File: config.mk
export PLATFORM = sky130hd
export DESIGN_NAME = keypad_scan_encoder
export DESIGN_NICKNAME = d
export VERILOG_FILES = /design/src/rtl/keypad_scan_encoder.sv
export SDC_FILE = /design/constraint.sdc
export NUM_CORES = 1
export LEC_CHECK = 0
export CAP_MARGIN = 20
export CORE_ASPECT_RATIO = 0.8
export CORE_UTILIZATION = 30
export DETAILED_ROUTE_END_ITERATION = 8
export GPL_TIMING_DRIVEN = 0
export PLACE_DENSITY_LB_ADDON = 0.1
export SLEW_MARGIN = 30
export SYNTH_ARGS = -nofsm -noshare
export SYNTH_HDL_FRONTEND = slang
export SYNTH_SLANG_ARGS = --single-unit
File: constraint.sdc
create_clock -name clk -period 4.67 [get_ports clk]
set_clock_uncertainty 0.05 [all_clocks]
set_input_delay 0.934 -clock clk [delete_from_list [all_inputs] [get_ports clk]]
set_output_delay 0.934 -clock clk [all_outputs]
set_load 0.01 [all_outputs]
File: src/rtl/keypad_scan_encoder.sv
// keypad_scan_encoder
// -------------------
// Scans a 4x4 active-low matrix keypad one row per scan strobe, debounces
// whole frames, and offers one encoded key to a consumer.
//
// Handshake: key_valid/pressed_index are raised together and held stable
// until a clk edge sees key_valid && key_ready (the transfer). key_ready
// while key_valid is low has no effect. Dropping en or asserting rst
// withdraws a pending offer without a transfer.
//
// Optional build macro: KB_AUTO_REPEAT_EN. When defined, a key that stays
// pressed after delivery is re-offered every REPEAT_FRAMES frames.
//
// Ports
//   clk            system clock (only clock)
//   rst            synchronous, active-high reset
//   scan_clk       slow scan strobe, synchronized; its rising edge = scan_step
//   en             scan enable; low forces IDLE and drops any pending offer
//   keyboard_row   row drive, active-low one-hot (1111 when idle)
//   keyboard_col   column sense, active-low, synchronized
//   pressed_index  encoded key {row[1:0], col[1:0]}
//   key_valid      offer valid
//   key_ready      consumer ready
//   dbg_state      current FSM state (IDLE=0, SCAN=1, OFFER=2, HOLD=3)
//
// Parameters
//   DEBOUNCE_FRAMES  identical frames to accept a press or release (1..15)
//   REPEAT_FRAMES    frames between auto-repeat offers (macro build only)
//
// Timing note: columns pass through a 2-flop synchronizer, so the scan
// strobe period must leave at least 3 clk cycles between a row change and
// the next scan_step for the sample to reflect the new row.

module keypad_scan_encoder #(
  parameter int DEBOUNCE_FRAMES = 3,
  parameter int REPEAT_FRAMES   = 16
) (
  input  logic       clk,
  input  logic       rst,
  input  logic       scan_clk,
  input  logic       en,
  output logic [3:0] keyboard_row,
  input  logic [3:0] keyboard_col,
  output logic [3:0] pressed_index,
  output logic       key_valid,
  input  logic       key_ready,
  output logic [1:0] dbg_state
);

  // Counter wide enough for both the debounce limit (<=15) and the repeat
  // interval, so both counters share one width.
  localparam int REP_W = $clog2(REPEAT_FRAMES + 1);
  localparam int CNT_W = (REP_W > 4) ? REP_W : 4;
  localparam logic [CNT_W-1:0] DB_LAST = CNT_W'(DEBOUNCE_FRAMES);
  localparam logic [CNT_W-1:0] CNT_ONE = CNT_W'(1);
`ifdef KB_AUTO_REPEAT_EN
  localparam logic [CNT_W-1:0] RP_LAST = CNT_W'(REPEAT_FRAMES);
`endif

  typedef enum logic [1:0] {
    ST_IDLE  = 2'd0,
    ST_SCAN  = 2'd1,
    ST_OFFER = 2'd2,
    ST_HOLD  = 2'd3
  } state_t;

  // Synchronizers and strobe edge detect
  logic       r_scan_meta, r_scan_sync, r_scan_prev;
  logic [3:0] r_col_meta, r_col_sync;

  // State
  state_t           r_state, w_state_nxt;
  logic [1:0]       r_row, w_row_nxt;
  logic [1:0]       r_acc, w_acc_nxt;         // keys seen this frame: 0, 1, 2=many
  logic [3:0]       r_acc_key, w_acc_key_nxt; // first key seen this frame
  logic [CNT_W-1:0] r_cnt, w_cnt_nxt;
  logic [3:0]       r_cand, w_cand_nxt;       // key being debounced in SCAN
  logic [3:0]       r_index, w_index_nxt;
  logic             r_valid, w_valid_nxt;
`ifdef KB_AUTO_REPEAT_EN
  logic [CNT_W-1:0] r_rep, w_rep_nxt;
  logic [CNT_W-1:0] w_rep_inc;
`endif

  // Combinational helpers
  logic             w_scan_step;
  logic [3:0]       w_col_low;
  logic             w_row_single;
  logic [1:0]       w_col_enc;
  logic [1:0]       w_acc_sum;
  logic [3:0]       w_acc_key_sum;
  logic             w_frame_end;
  logic             w_frame_none;
  logic             w_frame_single;
  logic             w_xfer;
  logic [CNT_W-1:0] w_cnt_inc;
  logic [CNT_W-1:0] w_run;

  assign w_scan_step    = r_scan_sync & ~r_scan_prev;
  assign w_col_low      = ~r_col_sync;
  assign w_frame_end    = w_scan_step && (r_row == 2'd3) && (r_state != ST_IDLE);
  assign w_frame_none   = (w_acc_sum == 2'd0);
  assign w_frame_single = (w_acc_sum == 2'd1);
  assign w_xfer         = r_valid && key_ready;
  assign w_cnt_inc      = r_cnt + CNT_ONE;
`ifdef KB_AUTO_REPEAT_EN
  assign w_rep_inc      = r_rep + CNT_ONE;
`endif

  // One-hot detect and encode of the columns pulled low in the current row.
  always_comb begin
    w_row_single = 1'b0;
    w_col_enc    = 2'd0;
    case (w_col_low)
      4'b0001: begin w_row_single = 1'b1; w_col_enc = 2'd0; end
      4'b0010: begin w_row_single = 1'b1; w_col_enc = 2'd1; end
      4'b0100: begin w_row_single = 1'b1; w_col_enc = 2'd2; end
      4'b1000: begin w_row_single = 1'b1; w_col_enc = 2'd3; end
      default: begin w_row_single = 1'b0; w_col_enc = 2'd0; end
    endcase
  end

  // Frame accumulator including the row being sampled now; at row 3 this
  // is the complete frame result.
  always_comb begin
    w_acc_sum     = r_acc;
    w_acc_key_sum = r_acc_key;
    if (w_col_low != 4'b0000) begin
      if (w_row_single && (r_acc == 2'd0)) begin
        w_acc_sum     = 2'd1;
        w_acc_key_sum = {r_row, w_col_enc};
      end else begin
        w_acc_sum = 2'd2;
      end
    end
  end

  // Next-state and datapath
  always_comb begin
    w_state_nxt   = r_state;
    w_row_nxt     = r_row;
    w_acc_nxt     = r_acc;
    w_acc_key_nxt = r_acc_key;
    w_cnt_nxt     = r_cnt;
    w_cand_nxt    = r_cand;
    w_index_nxt   = r_index;
    w_valid_nxt   = r_valid;
    w_run         = CNT_ONE;
`ifdef KB_AUTO_REPEAT_EN
    w_rep_nxt     = r_rep;
`endif

    if (!en) begin
      w_state_nxt   = ST_IDLE;
      w_row_nxt     = 2'd0;
      w_acc_nxt     = 2'd0;
      w_acc_key_nxt = 4'd0;
      w_cnt_nxt     = '0;
      w_cand_nxt    = 4'd0;
      w_valid_nxt   = 1'b0;
`ifdef KB_AUTO_REPEAT_EN
      w_rep_nxt     = '0;
`endif
    end else begin
      // Row scanning runs in every active state, including OFFER.
      if ((r_state != ST_IDLE) && w_scan_step) begin
        w_row_nxt = r_row + 2'd1;
        if (w_frame_end) begin
          w_acc_nxt     = 2'd0;
          w_acc_key_nxt = 4'd0;
        end else begin
          w_acc_nxt     = w_acc_sum;
          w_acc_key_nxt = w_acc_key_sum;
        end
      end

      case (r_state)
        ST_IDLE: begin
          w_state_nxt = ST_SCAN;
        end

        ST_SCAN: begin
          if (w_frame_end) begin
            if (w_frame_single) begin
              // Same key as last frame extends the run, otherwise restart at 1.
              if ((r_cnt != '0) && (w_acc_key_sum == r_cand)) w_run = w_cnt_inc;
              else                                            w_run = CNT_ONE;
              w_cand_nxt = w_acc_key_sum;
              if (w_run == DB_LAST) begin
                w_index_nxt = w_acc_key_sum;
                w_valid_nxt = 1'b1;
                w_state_nxt = ST_OFFER;
                w_cnt_nxt   = '0;
              end else begin
                w_cnt_nxt = w_run;
              end
            end else begin
              w_cnt_nxt = '0;
            end
          end
        end

        ST_OFFER: begin
          if (w_xfer) begin
            w_valid_nxt = 1'b0;
            w_state_nxt = ST_HOLD;
            w_cnt_nxt   = '0;
`ifdef KB_AUTO_REPEAT_EN
            w_rep_nxt   = '0;
`endif
          end
        end

        ST_HOLD: begin
          if (w_frame_end) begin
            if (w_frame_none) begin
`ifdef KB_AUTO_REPEAT_EN
              w_rep_nxt = '0;
`endif
              if (w_cnt_inc == DB_LAST) begin
                w_state_nxt = ST_SCAN;
                w_cnt_nxt   = '0;
              end else begin
                w_cnt_nxt = w_cnt_inc;
              end
            end else begin
              w_cnt_nxt = '0;
`ifdef KB_AUTO_REPEAT_EN
              // Only the key that was delivered keeps the repeat timer running.
              if (w_frame_single && (w_acc_key_sum == r_index)) begin
                if (w_rep_inc == RP_LAST) begin
                  w_valid_nxt = 1'b1;
                  w_state_nxt = ST_OFFER;
                  w_rep_nxt   = '0;
                end else begin
                  w_rep_nxt = w_rep_inc;
                end
              end else begin
                w_rep_nxt = '0;
              end
`endif
            end
          end
        end

        default: begin
          w_state_nxt = ST_IDLE;
        end
      endcase
    end
  end

  always_ff @(posedge clk) begin
    if (rst) begin
      r_scan_meta <= 1'b0;
      r_scan_sync <= 1'b0;
      r_scan_prev <= 1'b0;
      r_col_meta  <= 4'b1111;
      r_col_sync  <= 4'b1111;
      r_state     <= ST_IDLE;
      r_row       <= 2'd0;
      r_acc       <= 2'd0;
      r_acc_key   <= 4'd0;
      r_cnt       <= '0;
      r_cand      <= 4'd0;
      r_index     <= 4'd0;
      r_valid     <= 1'b0;
`ifdef KB_AUTO_REPEAT_EN
      r_rep       <= '0;
`endif
    end else begin
      r_scan_meta <= scan_clk;
      r_scan_sync <= r_scan_meta;
      r_scan_prev <= r_scan_sync;
      r_col_meta  <= keyboard_col;
      r_col_sync  <= r_col_meta;
      r_state     <= w_state_nxt;
      r_row       <= w_row_nxt;
      r_acc       <= w_acc_nxt;
      r_acc_key   <= w_acc_key_nxt;
      r_cnt       <= w_cnt_nxt;
      r_cand      <= w_cand_nxt;
      r_index     <= w_index_nxt;
      r_valid     <= w_valid_nxt;
`ifdef KB_AUTO_REPEAT_EN
      r_rep       <= w_rep_nxt;
`endif
    end
  end

  assign keyboard_row  = (r_state == ST_IDLE) ? 4'b1111 : ~(4'b0001 << r_row);
  assign pressed_index = r_index;
  assign key_valid     = r_valid;
  assign dbg_state     = r_state;

endmodule

Word-level counts from Yosys, hierarchy flattened
Index checks and enable logic that the tools add are counted.
- output and inout port bits: 11
- logic and storage cells: 96
- input bits: 9
- bits in registers: 35
- reductions and logical operators: 21
- add/sub/neg operators: 2
- equal/unequal tests: 19
- multiplexer cells: 35
- bitwise operators: 5
- shift operators: 1
- operators by type and width (kind ; count):
    two-way mux 5 bit ; 12
    two-way mux 2 bit ; 10
    two-way mux 4 bit ; 4
    case mux 5 bit (3 select lines) ; 1
    inequality test 2 bit, second input constant ; 7
    == test 5 x 2 -> 1 bit, second input constant ; 2
    AND reduction 5 bit ; 2
    inverter 4 bit ; 2
    case mux 2 bit (4 select lines) ; 1
    AND reduction 7 bit ; 1
    == test 2 bit, second input constant ; 3
    logical AND 1 bit ; 6
    zero test 2 bit ; 3
    case mux 2 bit (3 select lines) ; 1
    adder 5 x 1 -> 5 bit, second input constant ; 1
    two-way mux 1 bit ; 5
    nonzero test 5 bit ; 1
    == test 2 x 1 -> 1 bit, second input constant ; 2
    == test 4 x 1 -> 1 bit, second input constant ; 1
    == test 4 x 2 -> 1 bit, second input constant ; 1
    == test 4 x 3 -> 1 bit, second input constant ; 1
    == test 4 bit ; 1
    == test 4 bit, second input constant ; 1
    AND reduction 4 bit ; 1
    11 further kinds ; 13

Logic depth before layout (Yosys ltp)
Gate-level depths: netlist (run 1).
- word-level depth: 19
- depth in mapped cells: 9
- gate-level depth less buffers: 9

Least setup slack after synthesis (run 1)
No wires, ideal clock.
- kind: reg-to-reg
- start point: reg r_state[0], in the netlist dbg_state[0]
- end point: reg r_cnt[3]
- arrival: 2.322 ns
- library setup time: 0.078 ns
- path buffers: 0
- setup slack: 2.221 ns
- period minus slack after synthesis: 2.449 ns
- data required time: 4.542 ns
- cell stages (with the launch flop): 10
- cells stage by stage: dfxtp_1 inv_1 ha_1 nor3b_1 and2_1 nor2_1 nor3_2 nand4_1 xor2_1 nor3_1
- cells in the longest elaborated chain, start to end: 4
- RTL lines (element ; RTL line ; text):
    from (decl) ; 72 ; state_t r_state, w_state_nxt;
    from (signal assigned) ; 277 ; r_state <= w_state_nxt;
    nonzero test 2 bit ; 101 ; assign w_frame_end = w_scan_step && (r_row == 2'd3) && (r_state != ST_IDLE);
    logical AND 1 bit ; 101 ;
    inequality test 2 bit (no source line) ; - ;
    AND reduction 4 bit (no source line) ; - ;
    to (signal assigned) ; 281 ; r_cnt <= w_cnt_nxt;
    to (decl) ; 76 ; logic [CNT_W-1:0] r_cnt, w_cnt_nxt;
Several ways; a longest one is shown, not always the timed one.
A chain may end at the register's enable or synchronous reset.

Worst setup path after layout (run 1)
- start point: reg r_state[0], in the netlist dbg_state[0]
- end point: reg r_cnt[4]
The elaborated chain is that of the path after synthesis.

==> results of run 1 <==
[layout make-up]
type | instances | area, sq um | share of cell area
Multi-Input combinational cell | 180 | 1290 | 0.520
Sequential cell | 35 | 701 | 0.283
Timing Repair Buffer | 19 | 190 | 0.0768
Clock buffer | 6 | 72.6 | 0.0293
Buffer | 10 | 57.6 | 0.0232
Clock inverter | 2 | 12.5 | 0.00505
Tap cell | 84 | 105 | 0.0424
Inverter | 13 | 48.8 | 0.0197
[per-layer routing]
layer | vias to the layer above | wire, um
met5 | - | 0
met4 | 0 | 50
met1 | 793 | 2720
met2 | 34 | 1850
met3 | 4 | 193
li1 | 901 | -
[logic make-up (layout without fill, tap and decap cells)]
family / count (synthesis) / after routing / share of synthesized area
multiplexers: 5 / 5 / 0.0239
buffers and inverters: 23 / 50 / 0.0507
flip-flops: 35 / 35 / 0.334
XOR/XNOR: 10 / 10 / 0.0418
AO/OA/AOI/OAI: 60 / 60 / 0.232
adder cells (fa/ha/maj): 13 / 13 / 0.0776
AND/OR/NAND/NOR: 92 / 92 / 0.240
[path summary, 6_finish.rpt]
| path | from | to | slack, ns | cells past startpoint |
|---|---|---|---|---|
| setup / recovery | dbg_state[0]$_SDFFE_PP0P_ | r_cnt[4]$_SDFFE_PP0P_ | 1.65 | 9 |
| setup reg to reg | dbg_state[0]$_SDFFE_PP0P_ | r_cnt[4]$_SDFFE_PP0P_ | 1.65 | 9 |
| hold reg to reg | r_col_meta[3]$_SDFF_PP1_ | r_col_sync[3]$_SDFF_PP1_ | 0.36 | 1 |
| hold / removal | r_col_meta[3]$_SDFF_PP1_ | r_col_sync[3]$_SDFF_PP1_ | 0.36 | 1 |
[power groups by stage]
stage | registers (mW) | logic [mW] | clock network [mW]
global route | 0.312 | 0.121 | 0.250
finish | 0.311 | 0.109 | 0.220
global placement | 0.318 | 0.111 | 0
CTS | 0.311 | 0.109 | 0.232
detailed placement | 0.318 | 0.108 | 0
floorplan | 0.317 | 0.0741 | 0
[flip-flops by register name, summed over array words and instances (netlist names)]
name and flops:
r_cnt 5, pressed_index 4, r_acc_key 4, r_cand 4, r_col_meta 4, r_col_sync 4
dbg_state 2, r_acc 2, r_row 2, key_valid 1, r_scan_meta 1, r_scan_prev 1
r_scan_sync 1
[placed cells by master, fill, tap and decap left out, types with 3 or more instances in the layout]
cell type / n
nand4_1: 3
nor2b_1: 4
o21ai_0: 9
o211a_1: 3
a21o_1: 4
nand3_1: 5
dfxtp_1: 35
nand2_1: 14
nor3_1: 7
nor2_1: 23
nor4_1: 3
xnor2_1: 4
a21oi_1: 12
clkdlybuf4s50_1: 19
ha_1: 13
xor2_1: 6
and2_1: 3
buf_2: 4
a22oi_1: 5
and3_1: 4
mux2i_1: 5
nand2b_1: 6
inv_1: 13
clkbuf_1: 5
clkbuf_8: 5
or2_2: 8
[through the flow]
| stage | cell area [sq um] | worst slack [ns] |
|---|---|---|
| final | 2480 | 1.65 |
| after global placement | 2390 | 1.57 |
| after detailed placement | 2390 | 1.62 |
| after global routing | 2480 | 1.27 |
| after floorplan | 2100 | 2.22 |
| after CTS | 2480 | 1.59 |
==> results.py, run 1 <==
metrics = {
    "synthesis": {
        "synth_common_cells": "dfxtp_1, nor2_1, nand2_1",
        "synth_edf_count": 0,
        "yosysUniqueCellTypes": 56,
        "yosysSeqAreaShare": 0.334,
        "synth_top_area_share": 0.334,
        "synth_area_leaders": "dfxtp_1, ha_1, nor2_1, a21oi_1, nand2_1",
        "synth_nets": 260,
        "synth-async-reset-ratio": 0,
        "synth.most_common_cell": "dfxtp_1",
        "synth-seq-cells": 35,
        "syn_inst": 238,
        "yosysTopAreaCell": "dfxtp_1",
        "netlist_area_sq_um": 2100,
        "yosys_warnings": 0,
        "avgSynthCellArea_sq_um": 8.81,
        "synth_flop_cell": "dfxtp_1",
    },
    "power": {
        "intPower_mw": 0.456,
        "peakVddDrop_uv": 88.9,
        "p_sw_frac": 0.287,
        "leakage_nw": 0.974,
        "p_comb_frac": 0.171,
        "p_switching_mw": 0.184,
        "seqPwrFrac": 0.485,
        "p_per_area_nw_per_um2": 259,
        "clockPowerShare": 0.344,
        "power_mw": 0.640,
    },
    "floorplanning": {
        "die_area_sq_um": 7330,
        "num_rows": 26,
        "ios": 20,
        "die_x_um": 95.4,
        "initial_core_util": 0.319,
        "placeableCoreArea_sq_um": 6570,
        "die_h_um": 76.8,
    },
    "global_route": {
        "met2_usage": 0.181,
        "grt_use_met1": 0.218,
        "overflow": 0,
        "grt_max_degree": 12,
        "antenna_found_initial": 0,
        "grt_pass1_wl_um": 7830,
        "grt_use_met3": 0.0387,
        "top_usage_layer": "met1",
        "grt_pass1_vias": 1506,
        "grt_usage": 0.142,
    },
    "worst_setup_path": {
        "critPathBufInv": 1,
        "cp_max_fo": 9,
        "end_kind": "flop",
        "cp-start-kind": "flop",
        "slowest_delay_ns": 0.71,
        "cp_cell_sequence": "inv_1, ha_1, nor3b_1, and2_1, nor2_1, nor3_2, nand2_1, a21oi_1, nor3_1",
        "crit_type": "reg -> reg",
        "critPathArrivalTime_ns": 3.12,
        "cp.required_ns": 4.77,
        "crit_family": "simple AND/OR/NAND/NOR gates",
        "cp_slowest_cell": "nor3b_1",
    },
    "clock_network": {
        "cts-buffers-inserted": 5,
        "clockBufferDepth": 2,
        "cts_root_buffer": "clkbuf_8",
        "worstSkewPairLatency_ns": 0.29,
        "path_clk_slew_ns": 0.08,
        "htreeDepth": 2,
        "cts_tree": "built",
        "clkSinkCount": 35,
        "post_cts_buffers": 0,
        "ctsResizeCount": 0,
        "hold_buffers": 0,
    },
    "sta": {
        "slew_viol_final": 0,
        "timing.final.crit_share": 0.647,
        "slew_headroom": 0.415,
        "finalHoldViolCount": 0,
        "tns_ns": 0,
        "hold_slack_ns": 0.362,
        "rsz0062_at_grt": "no",
        "timing.final.crit_period_ns": 3.02,
        "max_freq_ghz": 0.331,
        "setup_viol": 0,
        "worst_pin_slew_ns": 0.855,
    },
    "layout": {
        "nets": 286,
        "areaGrowthSynthToFinish_pct": 18.1,
        "fill_cells": 670,
        "drive_above_1_share": 0.117,
        "diodes": 0,
        "final_cell_count_no_fill": 349,
        "finalCoreUtilization": 0.377,
    },
    "worst_hold_path": {
        "hp-class": "reg -> reg",
    },
    "placed_design": {
        "port_buffers": 19,
        "dpl.hpwl_um": 3530,
        "place_inst": 341,
        "gp_congestion": 0.750,
    },
    "drt": {
        "dr.pass1.iters": 4,
        "drtAntennaViolNets": 0,
        "via_count": 1732,
        "routedWlPerCell_um": 13.8,
        "drt_drc_violations_left": 0,
        "drt_wl_total_um": 4820,
        "drtIter0Drc": 62,
        "viasPerCell": 4.96,
    },
    "job": {
        "maxCapViolCount": 0,
    },
    "run_status": {
        "outcome": "finished clean",
    },
}
No activity file was read; power rests on OpenSTA's default activity.
==> run 2: changes to the inputs <==
==> constraint.sdc (replaced) <==
create_clock -name clk -period 2.6 [get_ports clk]
set_clock_uncertainty 0.05 [all_clocks]
set_input_delay 0.52 -clock clk [delete_from_list [all_inputs] [get_ports clk]]
set_output_delay 0.52 -clock clk [all_outputs]
set_load 0.01 [all_outputs]
==> results.py, run 2 (synthesized netlist as in run 1, its figures left out) <==
metrics = {
    "run_status": {
        "outcome": "finished clean",
    },
    "worst_setup_path": {
        "rrSetupSlack_ns": 0.12,
        "cp_max_fo": 10,
        "crit_type": "reg -> reg",
        "critPathLaunch": "r_col_sync[1]$_SDFF_PP1_",
        "cp-start-kind": "flop",
        "crit_family": "buffers and inverters",
        "path_common_cell": "buf_4",
        "rr_endpoint": "key_valid$_SDFFE_PP0P_",
        "r2r.worst_path.cells": 11,
        "cp.required_ns": 2.73,
        "cp_slowest_cell": "dfxtp_1",
        "critPathBufInv": 4,
        "critPathArrivalTime_ns": 2.61,
        "cp_cell_sequence": "buf_6, nand4b_1, buf_4, buf_4, o21ai_0, o32ai_2, xor2_1, nor4_4, buf_4, a21oi_1, a211o_1",
        "slowest_delay_ns": 0.39,
        "end_kind": "flop",
        "r2r_start": "r_col_sync[1]$_SDFF_PP1_",
    },
    "clock_network": {
        "cts_tree": "built",
        "cts-buffers-inserted": 5,
        "htreeDepth": 2,
        "clkSinkCount": 35,
        "cts_root_buffer": "clkbuf_8",
        "path_clk_slew_ns": 0.08,
        "worstSkewPairLatency_ns": 0.30,
        "clockBufferDepth": 2,
    },
    "power": {
        "leakage_nw": 1.04,
        "p_per_area_nw_per_um2": 448,
        "power_mw": 1.18,
        "peakVddDrop_uv": 161,
    },
    "placed_design": {
        "port_buffers": 19,
        "gp_congestion": 0.750,
        "dpl.hpwl_um": 3530,
    },
    "floorplanning": {
        "initial_core_util": 0.319,
        "placeableCoreArea_sq_um": 6570,
        "die_area_sq_um": 7330,
        "die_h_um": 76.8,
        "num_rows": 26,
        "ios": 20,
        "die_x_um": 95.4,
    },
    "drt": {
        "routedWlPerCell_um": 14.2,
        "drtAntennaViolNets": 0,
        "viasPerCell": 4.94,
        "drt_wl_total_um": 5050,
        "drtIter0Drc": 54,
        "via_count": 1765,
        "dr.pass1.iters": 4,
        "drt_drc_violations_left": 0,
    },
    "layout": {
        "drive_above_1_share": 0.179,
        "largest_reg_flops": 5,
        "nets": 294,
        "finalCoreUtilization": 0.403,
        "top_register": "r_cnt",
        "final_cell_mix": "dfxtp_1, nor2_1, clkdlybuf4s50_1, nand2_1",
        "layout_commonest_cell": "dfxtp_1",
        "fill_cells": 655,
        "diodes": 0,
        "areaGrowthSynthToFinish_pct": 26.2,
    },
    "global_route": {
        "overflow": 0,
        "grt_pass1_wl_um": 8020,
        "antenna_found_initial": 0,
        "grt_usage": 0.145,
        "grt_pass1_vias": 1537,
        "grt_max_degree": 12,
    },
    "sta": {
        "finalHoldViolCount": 0,
        "timing.final.crit_share": 0.953,
        "timing.final.crit_period_ns": 2.48,
        "tns_ns": 0,
        "slew_headroom": 0.627,
        "worst_pin_slew_ns": 0.558,
        "setup_viol": 0,
        "max_freq_ghz": 0.404,
        "slew_viol_final": 0,
    },
    "worst_hold_path": {
        "min_from": "r_col_meta[3]$_SDFF_PP1_",
        "hp-class": "reg -> reg",
        "whs_path_depth": 1,
        "holdPathEnd": "r_col_sync[3]$_SDFF_PP1_",
    },
    "job": {
        "maxCapViolCount": 0,
    },
}
-- run 2: where the power goes --
group | internal, mW | total, mW | switching [mW]
registers | 0.548 | 0.559 | 0.0109
clock network | 0.187 | 0.398 | 0.211
logic | 0.102 | 0.227 | 0.124
total | 0.838 | 1.18 | 0.346
-- run 2: worst register-to-register path, cell delays in order (launching register included) --
cell	delay [ns]
dfxtp_1	0.39
buf_6	0.16
nand4b_1	0.16
buf_4	0.19
buf_4	0.12
o21ai_0	0.18
o32ai_2	0.16
xor2_1	0.19
nor4_4	0.25
buf_4	0.21
a21oi_1	0.06
a211o_1	0.24
-- run 2: per-stage QoR --
stage | cells | hold slack [ns] | setup WS [ns] | instance area [sq um]
after floorplan | 238 | 0.339 | 0.151 | 2100
after detailed placement | 341 | 0.344 | -0.416 | 2390
after global routing | 357 | 0.383 | -0.0172 | 2650
after CTS | 350 | 0.364 | 0.0177 | 2530
final | 357 | 0.362 | 0.123 | 2650
after global placement | 341 | 0.341 | -0.498 | 2390
-- run 2: how the worst max path moves through the flow --
stage                     cells past startpoint                      to  slack, ns
after floorplan                               9   r_cnt[3]$_SDFFE_PP0P_       0.15
after global placement                        9   r_cnt[4]$_SDFFE_PP0P_      -0.50
after detailed placement                      9   r_cnt[4]$_SDFFE_PP0P_      -0.42
after CTS                                     9   r_cnt[3]$_SDFFE_PP0P_       0.02
after global routing                         11  key_valid$_SDFFE_PP0P_      -0.02
final                                        11  key_valid$_SDFFE_PP0P_       0.12
-- run 2: layout make-up --
type	instances	area, sq um	area share
clock buffers	6	72.6	0.0274
repair buffers	27	248	0.0937
plain buffers	10	75.1	0.0284
inverters	13	48.8	0.0184
well taps	84	105	0.0397
multi-input cells	180	1380	0.523
clock inverters	2	12.5	0.00473
flip-flops and latches	35	701	0.265
-- run 2: per-layer routing --
| metal | vias up | routed length (um) | part of all wire | GRT usage |
|---|---|---|---|---|
| met3 | 7 | 192 | 0.038 | 0.0387 |
| met5 | - | 0 | 0 | 0 |
| met1 | 804 | 2750 | 0.54 | 0.221 |
| met2 | 32 | 2050 | 0.41 | 0.190 |
| li1 | 922 | - | - | - |
| met4 | 0 | 61 | 0.012 | 0.0537 |
-- run 2: repair_timing --
item,CTS,global route
buffers inserted,1,6
gates resized for setup,8,19
pin swaps,1,7
endpoints found under the setup margin,16,12
cloned,0,1
endpoints found under the hold margin,0,0
hold buffers,0,0
==> run 3: changes to the inputs <==
==> constraint.sdc (replaced) <==
create_clock -name clk -period 2.8 [get_ports clk]
set_clock_uncertainty 0.05 [all_clocks]
set_input_delay 0.56 -clock clk [delete_from_list [all_inputs] [get_ports clk]]
set_output_delay 0.56 -clock clk [all_outputs]
set_load 0.01 [all_outputs]
==> results.py, run 3 (synthesized netlist as in run 1, its figures left out) <==
metrics = {
    "run_status": {
        "outcome": "finished clean",
    },
    "power": {
        "intPower_mw": 0.768,
        "power_mw": 1.08,
        "p_comb_frac": 0.180,
        "peakVddDrop_uv": 148,
        "leakage_nw": 0.997,
        "p_sw_frac": 0.289,
        "clockPowerShare": 0.340,
        "p_per_area_nw_per_um2": 425,
        "p_switching_mw": 0.312,
        "seqPwrFrac": 0.480,
    },
    "layout": {
        "layout_commonest_cell": "dfxtp_1",
        "top_register": "r_cnt",
        "largest_reg_flops": 5,
        "fill_cells": 660,
        "final_cell_count_no_fill": 351,
        "final_cell_mix": "dfxtp_1, nor2_1, clkdlybuf4s50_1, nand2_1",
        "final_cell_area_sq_um": 2540,
        "diodes": 0,
        "nets": 288,
        "finalCoreUtilization": 0.387,
        "drive_above_1_share": 0.142,
        "areaGrowthSynthToFinish_pct": 21.3,
    },
    "clock_network": {
        "path_clk_slew_ns": 0.08,
        "worstSkewPairLatency_ns": 0.30,
        "cts_tree": "built",
        "cts-buffers-inserted": 5,
        "clkSinkCount": 35,
        "htreeDepth": 2,
        "clockBufferDepth": 2,
        "hold_buffers": 0,
        "cts_root_buffer": "clkbuf_8",
    },
    "worst_setup_path": {
        "end_kind": "flop",
        "crit_type": "reg -> reg",
        "cp_cell_sequence": "buf_2, a21oi_1, a2111oi_4, o32ai_4, xor2_1, nor4_4, buf_6, a21oi_2, a311oi_2",
        "critPathBufInv": 2,
        "slowest_delay_ns": 0.51,
        "crit_family": "compound AO/OA/AOI/OAI gates",
        "cp.required_ns": 2.95,
        "cp_max_fo": 10,
        "cp_slowest_cell": "a2111oi_4",
        "critPathArrivalTime_ns": 2.79,
        "cp-start-kind": "flop",
    },
    "worst_hold_path": {
        "hp-class": "reg -> reg",
    },
    "global_route": {
        "grt_max_degree": 12,
        "grt_pass1_vias": 1509,
        "overflow": 0,
        "grt_usage": 0.142,
        "grt_pass1_wl_um": 7850,
        "antenna_found_initial": 0,
    },
    "drt": {
        "drt_drc_violations_left": 0,
        "drt_wl_total_um": 4840,
        "drtAntennaViolNets": 0,
        "dr.pass1.iters": 4,
        "viasPerCell": 4.98,
        "routedWlPerCell_um": 13.8,
        "drtIter0Drc": 54,
        "via_count": 1748,
    },
    "placed_design": {
        "place_inst": 341,
        "gp_congestion": 0.750,
        "port_buffers": 19,
        "dpl.hpwl_um": 3530,
        "place_area_sq_um": 2390,
    },
    "sta": {
        "timing.final.crit_period_ns": 2.64,
        "setup_viol": 0,
        "timing.final.crit_share": 0.942,
        "worst_pin_slew_ns": 0.751,
        "finalHoldViolCount": 0,
        "slew_viol_final": 0,
        "slew_headroom": 0.495,
        "max_freq_ghz": 0.379,
        "hold_slack_ns": 0.362,
    },
    "job": {
        "maxCapViolCount": 0,
    },
    "floorplanning": {
        "die_x_um": 95.4,
        "num_rows": 26,
        "initial_core_util": 0.319,
        "die_h_um": 76.8,
        "placeableCoreArea_sq_um": 6570,
        "ios": 20,
        "die_area_sq_um": 7330,
    },
}
run 3: cell type report:
cell class	instances	area (sq um)	share of cell area
inverter	13	48.8	0.0192
clock buffer	6	72.6	0.0285
multi-input combinational	180	1340	0.527
buffer	10	57.6	0.0226
tap	84	105	0.0413
sequential	35	701	0.276
timing repair buffer	21	205	0.0807
clock inverter	2	12.5	0.00492
run 3: what timing repair did:
item,in CTS,in global routing
pin swaps,0,3
setup buffers,0,2
endpoints found under the setup margin,12,12
gates cloned,0,0
gates resized for setup,4,5
run 3: final timing paths:
kind	start	endpoint	slack, ns	cells after the start
hold / removal	r_col_meta[3]$_SDFF_PP1_	r_col_sync[3]$_SDFF_PP1_	0.36	1
hold reg to reg	r_col_meta[3]$_SDFF_PP1_	r_col_sync[3]$_SDFF_PP1_	0.36	1
setup reg to reg	r_col_sync[3]$_SDFF_PP1_	pressed_index[1]$_SDFFE_PP0P_	0.16	9
setup / recovery	r_col_sync[3]$_SDFF_PP1_	pressed_index[1]$_SDFFE_PP0P_	0.16	9
run 3: stage by stage:
step                      setup WS [ns]  setup TNS (ns)
after detailed placement         -0.216           -1.25
final                             0.163               0
after CTS                       0.00389               0
after global placement           -0.298           -1.66
after global routing            -0.0218         -0.0345
after floorplan                   0.351               0
run 3: power groups by stage:
stage | combinational, mW | sequential [mW] | clock [mW]
final | 0.194 | 0.518 | 0.367
after floorplan | 0.124 | 0.529 | 0
after CTS | 0.185 | 0.518 | 0.387
after global routing | 0.216 | 0.520 | 0.417
after global placement | 0.184 | 0.530 | 0
after detailed placement | 0.180 | 0.530 | 0
run 3: worst register-to-register path: stages (launching register included):
cell and delay (ns):
dfxtp_1 0.34, buf_2 0.24, a21oi_1 0.10, a2111oi_4 0.51
o32ai_4 0.21, xor2_1 0.20, nor4_4 0.35, buf_6 0.21
a21oi_2 0.07, a311oi_2 0.25
run 3: routing by layer:
metal	track usage	wire length, um
met1	0.219	2660
met2	0.181	1930
met3	0.0387	198
met4	0.0537	61
met5	0	0
